`src/rtl/counter_evt_pkg.sv`:
```
// Shared constants for counter_event_capture.
// Defining EVT_TIMESTAMP_EN widens each record with a 16-bit timestamp.
package counter_evt_pkg;

  // Bit positions inside the 4-bit flag field of a record.
  localparam int UP_WRAP_B = 3;
  localparam int DN_STEP_B = 2;
  localparam int DN_WRAP_B = 1;
  localparam int UP_ERR_B  = 0;

  localparam int FLAG_W = 4;
  localparam int TS_W   = 16;

  function automatic int rec_w(input int cnt_w);
`ifdef EVT_TIMESTAMP_EN
    return TS_W + FLAG_W + 2 * cnt_w;
`else
    return FLAG_W + 2 * cnt_w;
`endif
  endfunction

endpackage

```
`src/rtl/counter_event_capture_evt_fifo.sv`:
```
// Synchronous FIFO with a registered head word; a push into a full FIFO
// is ignored unless a pop frees a slot in the same cycle.
module evt_fifo #(
  parameter int DEPTH = 4,
  parameter int W     = 12
) (
  input  logic                   clk,
  input  logic                   reset,
  input  logic                   push,
  input  logic                   pop,
  input  logic [W-1:0]           wdata,
  output logic [W-1:0]           rdata,
  output logic [$clog2(DEPTH):0] count,
  output logic                   full,
  output logic                   empty
);

  localparam int AW = $clog2(DEPTH);
  localparam logic [AW:0] CNT_FULL = (AW + 1)'(DEPTH);
  localparam logic [AW:0] CNT_ONE  = (AW + 1)'(1);

  logic [W-1:0]  mem [DEPTH];
  logic [AW-1:0] wr_ptr_reg;
  logic [AW-1:0] rd_ptr_reg;
  logic [AW-1:0] rd_ptr_next;
  logic [AW:0]   count_reg;
  logic [W-1:0]  head_reg;
  logic          do_push;
  logic          do_pop;

  assign full        = (count_reg == CNT_FULL);
  assign empty       = (count_reg == '0);
  assign do_pop      = pop && !empty;
  assign do_push     = push && (!full || do_pop);
  assign rd_ptr_next = rd_ptr_reg + 1'b1;

  always_ff @(posedge clk) begin
    if (do_push) begin
      mem[wr_ptr_reg] <= wdata;
    end
  end

  // head_reg always mirrors mem[rd_ptr_reg]; a word pushed into an empty
  // (or emptying) FIFO is captured straight from wdata.
  always_ff @(posedge clk or posedge reset) begin
    if (reset) begin
      wr_ptr_reg <= '0;
      rd_ptr_reg <= '0;
      count_reg  <= '0;
      head_reg   <= '0;
    end else begin
      if (do_push) begin
        wr_ptr_reg <= wr_ptr_reg + 1'b1;
      end
      if (do_pop) begin
        rd_ptr_reg <= rd_ptr_next;
      end
      case ({do_push, do_pop})
        2'b10:   count_reg <= count_reg + 1'b1;
        2'b01:   count_reg <= count_reg - 1'b1;
        default: count_reg <= count_reg;
      endcase
      if (do_pop && (count_reg > CNT_ONE)) begin
        head_reg <= mem[rd_ptr_next];
      end else if (do_push && (empty || (do_pop && (count_reg == CNT_ONE)))) begin
        head_reg <= wdata;
      end
    end
  end

  assign rdata = head_reg;
  assign count = count_reg;

endmodule

```
`src/rtl/counter_event_capture.sv`:
```
// Watches an up/down counter pair and queues one event record per cycle
// with any flag set. Optional timestamp field: EVT_TIMESTAMP_EN.
module counter_event_capture
  import counter_evt_pkg::*;
#(
  parameter int  CNT_W = 4,
  parameter int  DEPTH = 4,
  localparam int REC_W = rec_w(CNT_W)
) (
  input  logic                   clk,
  input  logic                   reset,
  input  logic [CNT_W-1:0]       up_cnt,
  input  logic [CNT_W-1:0]       dn_cnt,
  input  logic                   evt_ready,
  input  logic                   clr_ovf,
  output logic                   evt_valid,
  output logic [REC_W-1:0]       evt_data,
  output logic [$clog2(DEPTH):0] evt_count,
  output logic                   overflow
);

  localparam logic [CNT_W-1:0] CNT_MAX = '1;

  logic [CNT_W-1:0]  prev_up_reg;
  logic [CNT_W-1:0]  prev_dn_reg;
  logic [CNT_W-1:0]  up_inc;
  logic [CNT_W-1:0]  dn_dec;
  logic [FLAG_W-1:0] flags;
  logic [REC_W-1:0]  rec;
  logic              push;
  logic              pop;
  logic              drop;
  logic              fifo_full;
  logic              fifo_empty;
  logic              overflow_reg;

  assign up_inc = prev_up_reg + 1'b1;
  assign dn_dec = prev_dn_reg - 1'b1;

  always_comb begin
    flags            = '0;
    flags[UP_WRAP_B] = (prev_up_reg == CNT_MAX) && (up_cnt == '0);
    flags[DN_STEP_B] = (dn_cnt == dn_dec);
    flags[DN_WRAP_B] = (prev_dn_reg == '0) && (dn_cnt == CNT_MAX);
    flags[UP_ERR_B]  = (up_cnt != up_inc);
  end

  // Reset values match the counters' own reset so a common reset is quiet.
  always_ff @(posedge clk or posedge reset) begin
    if (reset) begin
      prev_up_reg <= '0;
      prev_dn_reg <= CNT_MAX;
    end else begin
      prev_up_reg <= up_cnt;
      prev_dn_reg <= dn_cnt;
    end
  end

`ifdef EVT_TIMESTAMP_EN
  logic [TS_W-1:0] ts_reg;

  always_ff @(posedge clk or posedge reset) begin
    if (reset) begin
      ts_reg <= '0;
    end else begin
      ts_reg <= ts_reg + 1'b1;
    end
  end

  assign rec = {ts_reg, flags, up_cnt, dn_cnt};
`else
  assign rec = {flags, up_cnt, dn_cnt};
`endif

  assign push = |flags;
  assign pop  = evt_valid && evt_ready;
  assign drop = push && fifo_full && !pop;

  // A drop in the same cycle as clr_ovf keeps the flag set.
  always_ff @(posedge clk or posedge reset) begin
    if (reset) begin
      overflow_reg <= 1'b0;
    end else if (drop) begin
      overflow_reg <= 1'b1;
    end else if (clr_ovf) begin
      overflow_reg <= 1'b0;
    end
  end

  evt_fifo #(
    .DEPTH(DEPTH),
    .W    (REC_W)
  ) u_fifo (
    .clk  (clk),
    .reset(reset),
    .push (push),
    .pop  (pop),
    .wdata(rec),
    .rdata(evt_data),
    .count(evt_count),
    .full (fifo_full),
    .empty(fifo_empty)
  );

  assign evt_valid = !fifo_empty;
  assign overflow  = overflow_reg;

endmodule

```
`config.mk`:
```
export PLATFORM = sky130hd
export DESIGN_NAME = counter_event_capture
export DESIGN_NICKNAME = d
export VERILOG_FILES = /design/src/rtl/counter_evt_pkg.sv /design/src/rtl/counter_event_capture_evt_fifo.sv /design/src/rtl/counter_event_capture.sv
export SDC_FILE = /design/constraint.sdc
export NUM_CORES = 1
export LEC_CHECK = 0
export ABC_AREA = 1
export BUFFER_PORTS_ARGS = -buffer_cell sky130_fd_sc_hd__buf_2
export CORE_MARGIN = 5
export CORE_UTILIZATION = 50
export CTS_CLUSTER_DIAMETER = 60
export DETAILED_ROUTE_END_ITERATION = 8
export GPL_TIMING_DRIVEN = 0
export PLACE_DENSITY_LB_ADDON = 0.1
export SLEW_MARGIN = 20
export SYNTH_ARGS = -nofsm -noshare
export SYNTH_HDL_FRONTEND = slang
export SYNTH_SLANG_ARGS = --single-unit
```
`constraint.sdc`:
```
create_clock -name clk -period 3.4 [get_ports clk]
set_input_delay 0.51 -clock clk [delete_from_list [all_inputs] [get_ports clk]]
set_output_delay 0.51 -clock clk [all_outputs]
set_load 0.1 [all_outputs]
```
# After elaboration in Yosys (flattened, before gate mapping)
# Memory sizes are Yosys's and may differ from the RTL's.
# Cells that the tools add are included.
# totals
register_bits	28
mem_bits_rw	48
in_bits	12
output_inout_bits	17
wordCells	52
mem_count	1
# op_classes
addsub	6
order_cmp	1
n_eq_ne	8
muxes	7
reduce_logical	22
# mem_list
memory	words	word_bits	read_ports	rd_clocked_by_memory_dff	wr	line_no	source
u_fifo.mem	4	12	1	0	1	counter_event_capture_evt_fifo.sv:22	logic [W-1:0] mem [DEPTH];
# op_table
operator	count
$mux 12	2
$logic_and 1x1->1	10
$eq 4x4->1 const B	2
$logic_not 4->1	2
$pmux 3 s2	1
$reduce_bool 2->1	3
$add 2x1->2 const B	2
$add 4x1->4 const B	1
$eq 4x4->1	1
$mux 1	4
$ne 4x4->1	1
$reduce_or 4->1	1
$sub 4x1->4 const B	1
$add 3x1->3 const B	1
$eq 3x1->1 const B	1
$eq 3x3->1 const B	1
$gt 3x1->1 const B	1
$logic_not 1->1	3
$logic_not 3->1	1
$sub 3x1->3 const B	1
$eq 2x1->1 const B	1
$eq 2x2->1 const B	1
$logic_or 1x1->1	2

# Longest topological paths before layout
# depth
word_depth	9
ltp_mapped	15

# Modules after synthesis
# From an unflattened synthesis, not the netlist that was laid out.
# unflattened
hier_cells	406
area_unflattened_um2	3637.2
# modules_own_cells
mod	n_inst	cells_each	area_each_um2	seq_area_each_um2
evt_fifo	1	310	3007.9	1916.8
counter_event_capture	1	96	629.4	230.2

# Least setup slack after synthesis
# Ideal clock, no wire load.
# synth_timing
path_kind	register -> register
startpoint	register u_fifo.count_reg[1] (netlist: u_fifo.count[1])
endpoint	memory u_fifo.mem[0][0] (enable)
setup_ns	0.380
arrival_ns	2.372
required_time_ns	3.020
setup_slack_ns	0.647
stages_incl_launch_ff	6
n_path_buf	0
period_less_slack_ns	2.753
cell_sequence	dfrtp_1 inv_1 ha_1 nand3_1 nand2_2 nor2_1
# synth_via
elab_chain_len	8
# synth_rtl
element	line_no	source
start: declaration	counter_event_capture_evt_fifo.sv:26	logic [AW:0] count_reg;
start signal: assignment	counter_event_capture_evt_fifo.sv:59	2'b10: count_reg <= count_reg + 1'b1;
start signal: assignment	counter_event_capture_evt_fifo.sv:60	2'b01: count_reg <= count_reg - 1'b1;
start signal: assignment	counter_event_capture_evt_fifo.sv:61	default: count_reg <= count_reg;
$logic_not 3->1	counter_event_capture_evt_fifo.sv:32	assign empty = (count_reg == '0);
$logic_not 1->1	counter_event_capture_evt_fifo.sv:33, counter_event_capture.sv:105	
$logic_and 1x1->1	counter_event_capture.sv:76	assign pop = evt_valid && evt_ready;
$logic_and 1x1->1	counter_event_capture_evt_fifo.sv:33	assign do_pop = pop && !empty;
$logic_or 1x1->1 (*)	counter_event_capture_evt_fifo.sv:34	assign do_push = push && (!full || do_pop);
$logic_and 1x1->1 (*)	counter_event_capture_evt_fifo.sv:34	
$mux 1 (*)	counter_event_capture_evt_fifo.sv:38	if (do_push) begin
$mux 1 (not written as such) (*)	counter_event_capture_evt_fifo.sv:39	mem[wr_ptr_reg] <= wdata;
end: declaration	counter_event_capture_evt_fifo.sv:22	
# Mark *: on every way between the ends. The rest lies on a longest branch, timed or not.

# Worst setup path after layout
# layout_timing
startpoint	register prev_dn_reg[0]
endpoint	memory u_fifo.mem[1][1] (enable)
# layout_via
elab_chain_len	6
# layout_rtl
element	line_no	source
start: declaration	counter_event_capture.sv:25	logic [CNT_W-1:0] prev_dn_reg;
start signal: assignment	counter_event_capture.sv:55	prev_dn_reg <= dn_cnt;
$sub 4x1->4 or $logic_not 4->1 (tied branches)	counter_event_capture.sv:38, counter_event_capture.sv:44	
$eq 4x4->1 or $logic_and 1x1->1 (tied branches)	counter_event_capture.sv:43, counter_event_capture.sv:44	
$reduce_or 4->1 (*)	counter_event_capture.sv:75	assign push = |flags;
$logic_and 1x1->1 (*)	counter_event_capture_evt_fifo.sv:34	
$mux 1 (*)	counter_event_capture_evt_fifo.sv:38	
$mux 1 (not written as such) (*)	counter_event_capture_evt_fifo.sv:39	
# Marks and branches as above.

==> impl_metrics.json <==
{
  "crit_top_cell": "nand2_2",
  "min_path_type": "primary input to async pin",
  "synthCells": 344,
  "crit_chain": "inv_2, ha_1, or2_0, nand3_1, nor2_2, nand2_2, nand3_4, nand2_2, nor2_1",
  "wire_per_inst_um": 15.2,
  "die_w_um": 94.2,
  "period_share_pct": 84.4,
  "cts_sinks": 76,
  "die_height_um": 94.2,
  "maxClockFrequency_ghz": 0.349,
  "clock-root-buffer": "clkbuf_8",
  "overflow": 0,
  "io_buffers": 28,
  "p_switching_mw": 2.01,
  "seq_power_share_pct": 34.0,
  "cts_tree": "done",
  "regMostFlops": "u_fifo.mem",
  "pwr-share-comb_pct": 48.2,
  "ir_drop_v": 0.000338,
  "hpwl_um": 5030,
  "crit_path_max_incr_delay_ns": 0.86,
  "drt_iter0_drc": 150,
  "core_sq_um": 6870,
  "ant_nets": 0,
  "routed_wl_um": 7360,
  "ys_types": 31,
  "leakagePower_nw": 1.86,
  "synth.net_count": 366,
  "period_needed_ns": 2.87,
  "io_pins": 29,
  "outcome": "completed",
  "antenna_found_initial": 0,
  "skew_ns": 0.0119,
  "clk_pin_slew_worst_paths_ns": 0.08,
  "postCtsSetupBuffers": 0,
  "grt_max_degree": 29,
  "post_cts_resized": 0,
  "finalSetupTns_ns": 0,
  "pwr_density_cell_nw_per_um2": 1060,
  "slew_headroom_pct": 26.9,
  "num_rows": 30,
  "worst_ep_arrival_time_ns": 2.83,
  "synth_seq_area_share_pct": 60.5,
  "area_growth_pct": 13.6,
  "syn_area_sq_um": 3550,
  "largest_reg_flops": 48,
  "total_power_mw": 4.27,
  "routed_via_density": 5.02,
  "hold_viol": 0,
  "clock_power_share_pct": 17.8,
  "yosysTopAreaCell": "edfxtp_1",
  "swShare_pct": 47.0,
  "clock_path_buffers": 2,
  "final_util_pct": 58.7,
  "crit_family": "simple AND/OR/NAND/NOR gates",
  "start_util_pct": 51.7,
  "drt_first_pass_iters": 4,
  "drv_cap": 0,
  "layout_setup_ws_ns": 0.531,
  "num_vias": 2429,
  "drc": 0,
  "setup_violations": 0,
  "first_global_vias": 2333,
  "p_int_mw": 2.26,
  "insertion_delay_ns": 0.34,
  "drv_slew": 0,
  "worstSetupPathType": "flip-flop to flip-flop",
  "pre_cts_slack_ns": 0.398,
  "synth_top_area_share_pct": 40.6,
  "hold_buffers": 0,
  "yosysWarnings": 0,
  "worst_setup_path_start_kind": "flip-flop",
  "worst_pin_slew_ns": 1.09,
  "synth_seq_cells": 76,
  "path_max_fanout": 12,
  "cts-htree-levels": 3,
  "nets": 405,
  "rsz0062_at_grt": "no",
  "cp-end-kind": "flip-flop",
  "crit_required_ns": 3.36,
  "synth.avg_cell_area_sq_um": 10.3,
  "track_usage_pct": 17.6,
  "diodes": 0,
  "place.gp.congestion": 0.789,
  "cts_made_buffers": 9,
  "cp_slowest_cell": "nor2_1",
  "grt_first_pass_wirelength_um": 11700,
  "path_buf_inv": 1,
  "layout-drive-gt1-share_pct": 19.6,
  "ys_top_cells_by_area": "edfxtp_1 (41%), dfrtp_1 (17%), nand2_1 (9.7%)",
  "die-area_sq_um": 8880
}
stage by stage:
stage                     cell area [sq um]  hold slack [ns]  std cells
final                                  4030            0.244        484
after global routing                   4030            0.276        484
after CTS                              4030            0.260        484
after detailed placement               3810            0.490        468
after global placement                 3810            0.485        468
after floorplan                        3550            0.514        344
Yosys cell counts, drive strengths merged:
cell and number:
nand2 97, edfxtp 48, inv 44, a21oi 33, nand3 31, dfrtp 24, nor2 13, a22oi 10
ha 10, buf 9, o21ai 7, dfstp 4, nand4 4, xor2 4, clkbuf 2, a22o 1
a2bb2oi 1, nand3b 1, or2 1
final timing paths:
check	cells after the start	slack, ns	start	endpoint
hold reg to reg	2	0.50	u_fifo.rdata[2]	u_fifo.rdata[2]
min in group clk	1	0.31	dn_cnt[3]	prev_dn_reg[3]
setup / recovery	9	0.53	prev_dn_reg[0]	u_fifo.mem[1][1]
hold / removal	2	0.24	reset	u_fifo.count[2]
setup reg to reg	9	0.53	prev_dn_reg[0]	u_fifo.mem[1][1]
max in group asynchronous	2	2.73	reset	u_fifo.rdata[7]
per-layer routing:
metal	vias to the layer above	part of all wire [%]	GRT usage (%)
met5	-	0	0
met4	0	0.72	6.50
met3	4	5.6	2.96
met2	54	46	27.8
met1	1145	47	24.4
li1	1226	-	-
placed cells by master, fill, tap and decap left out, types with 2 or more instances in the layout:
cell       Yosys  final
nand4_1        4      4
xor2_1         4      4
nor2_1        10      8
buf_6          5      5
inv_1         40     39
dfstp_2        4      4
inv_2          3      4
nand2_4        3      3
nand2_2        2      2
dfrtp_1       24     24
nor2_2         2      4
a22oi_1        9      9
bufinv_16      0      2
o21ai_0        7      7
nand3_4        2      2
nand3_1       28     28
ha_1          10     10
clkbuf_8       0     10
nand2_1       92     92
edfxtp_1      48     48
buf_2          4     32
a21oi_1       31     31
clkbuf_1       2      4
final cells by class:
cell class | count | area [sq um]
Clock buffer | 12 | 145
Timing Repair Buffer | 28 | 140
Inverter | 44 | 168
Sequential cell | 76 | 2150
Multi-Input combinational cell | 213 | 1150
Buffer | 11 | 83.8
Fill cell | 594 | 2840
Tap cell | 96 | 120
Clock inverter | 4 | 73.8
power by group through the flow:
stage                     clock network [mW]  registers, mW  logic [mW]
after floorplan                            0           2.07        1.02
after global placement                     0           1.46        2.02
after detailed placement                   0           1.47        2.06
after CTS                              0.777           1.45        2.07
after global routing                   0.817           1.48        2.22
final                                  0.760           1.45        2.06
logic make-up after synthesis:
| kind of cell | Yosys count | share of synthesized area (%) |
|---|---|---|
| adders and majority gates | 10 | 3.53 |
| xor gates and xnor gates | 4 | 0.987 |
| buffers and inverters | 55 | 7.09 |
| DFF | 76 | 60.5 |
| AOI/OAI and AO/OA | 52 | 8.82 |
| and+or+nand+nor | 147 | 19.1 |
No activity file was read; power rests on OpenSTA's default activity.
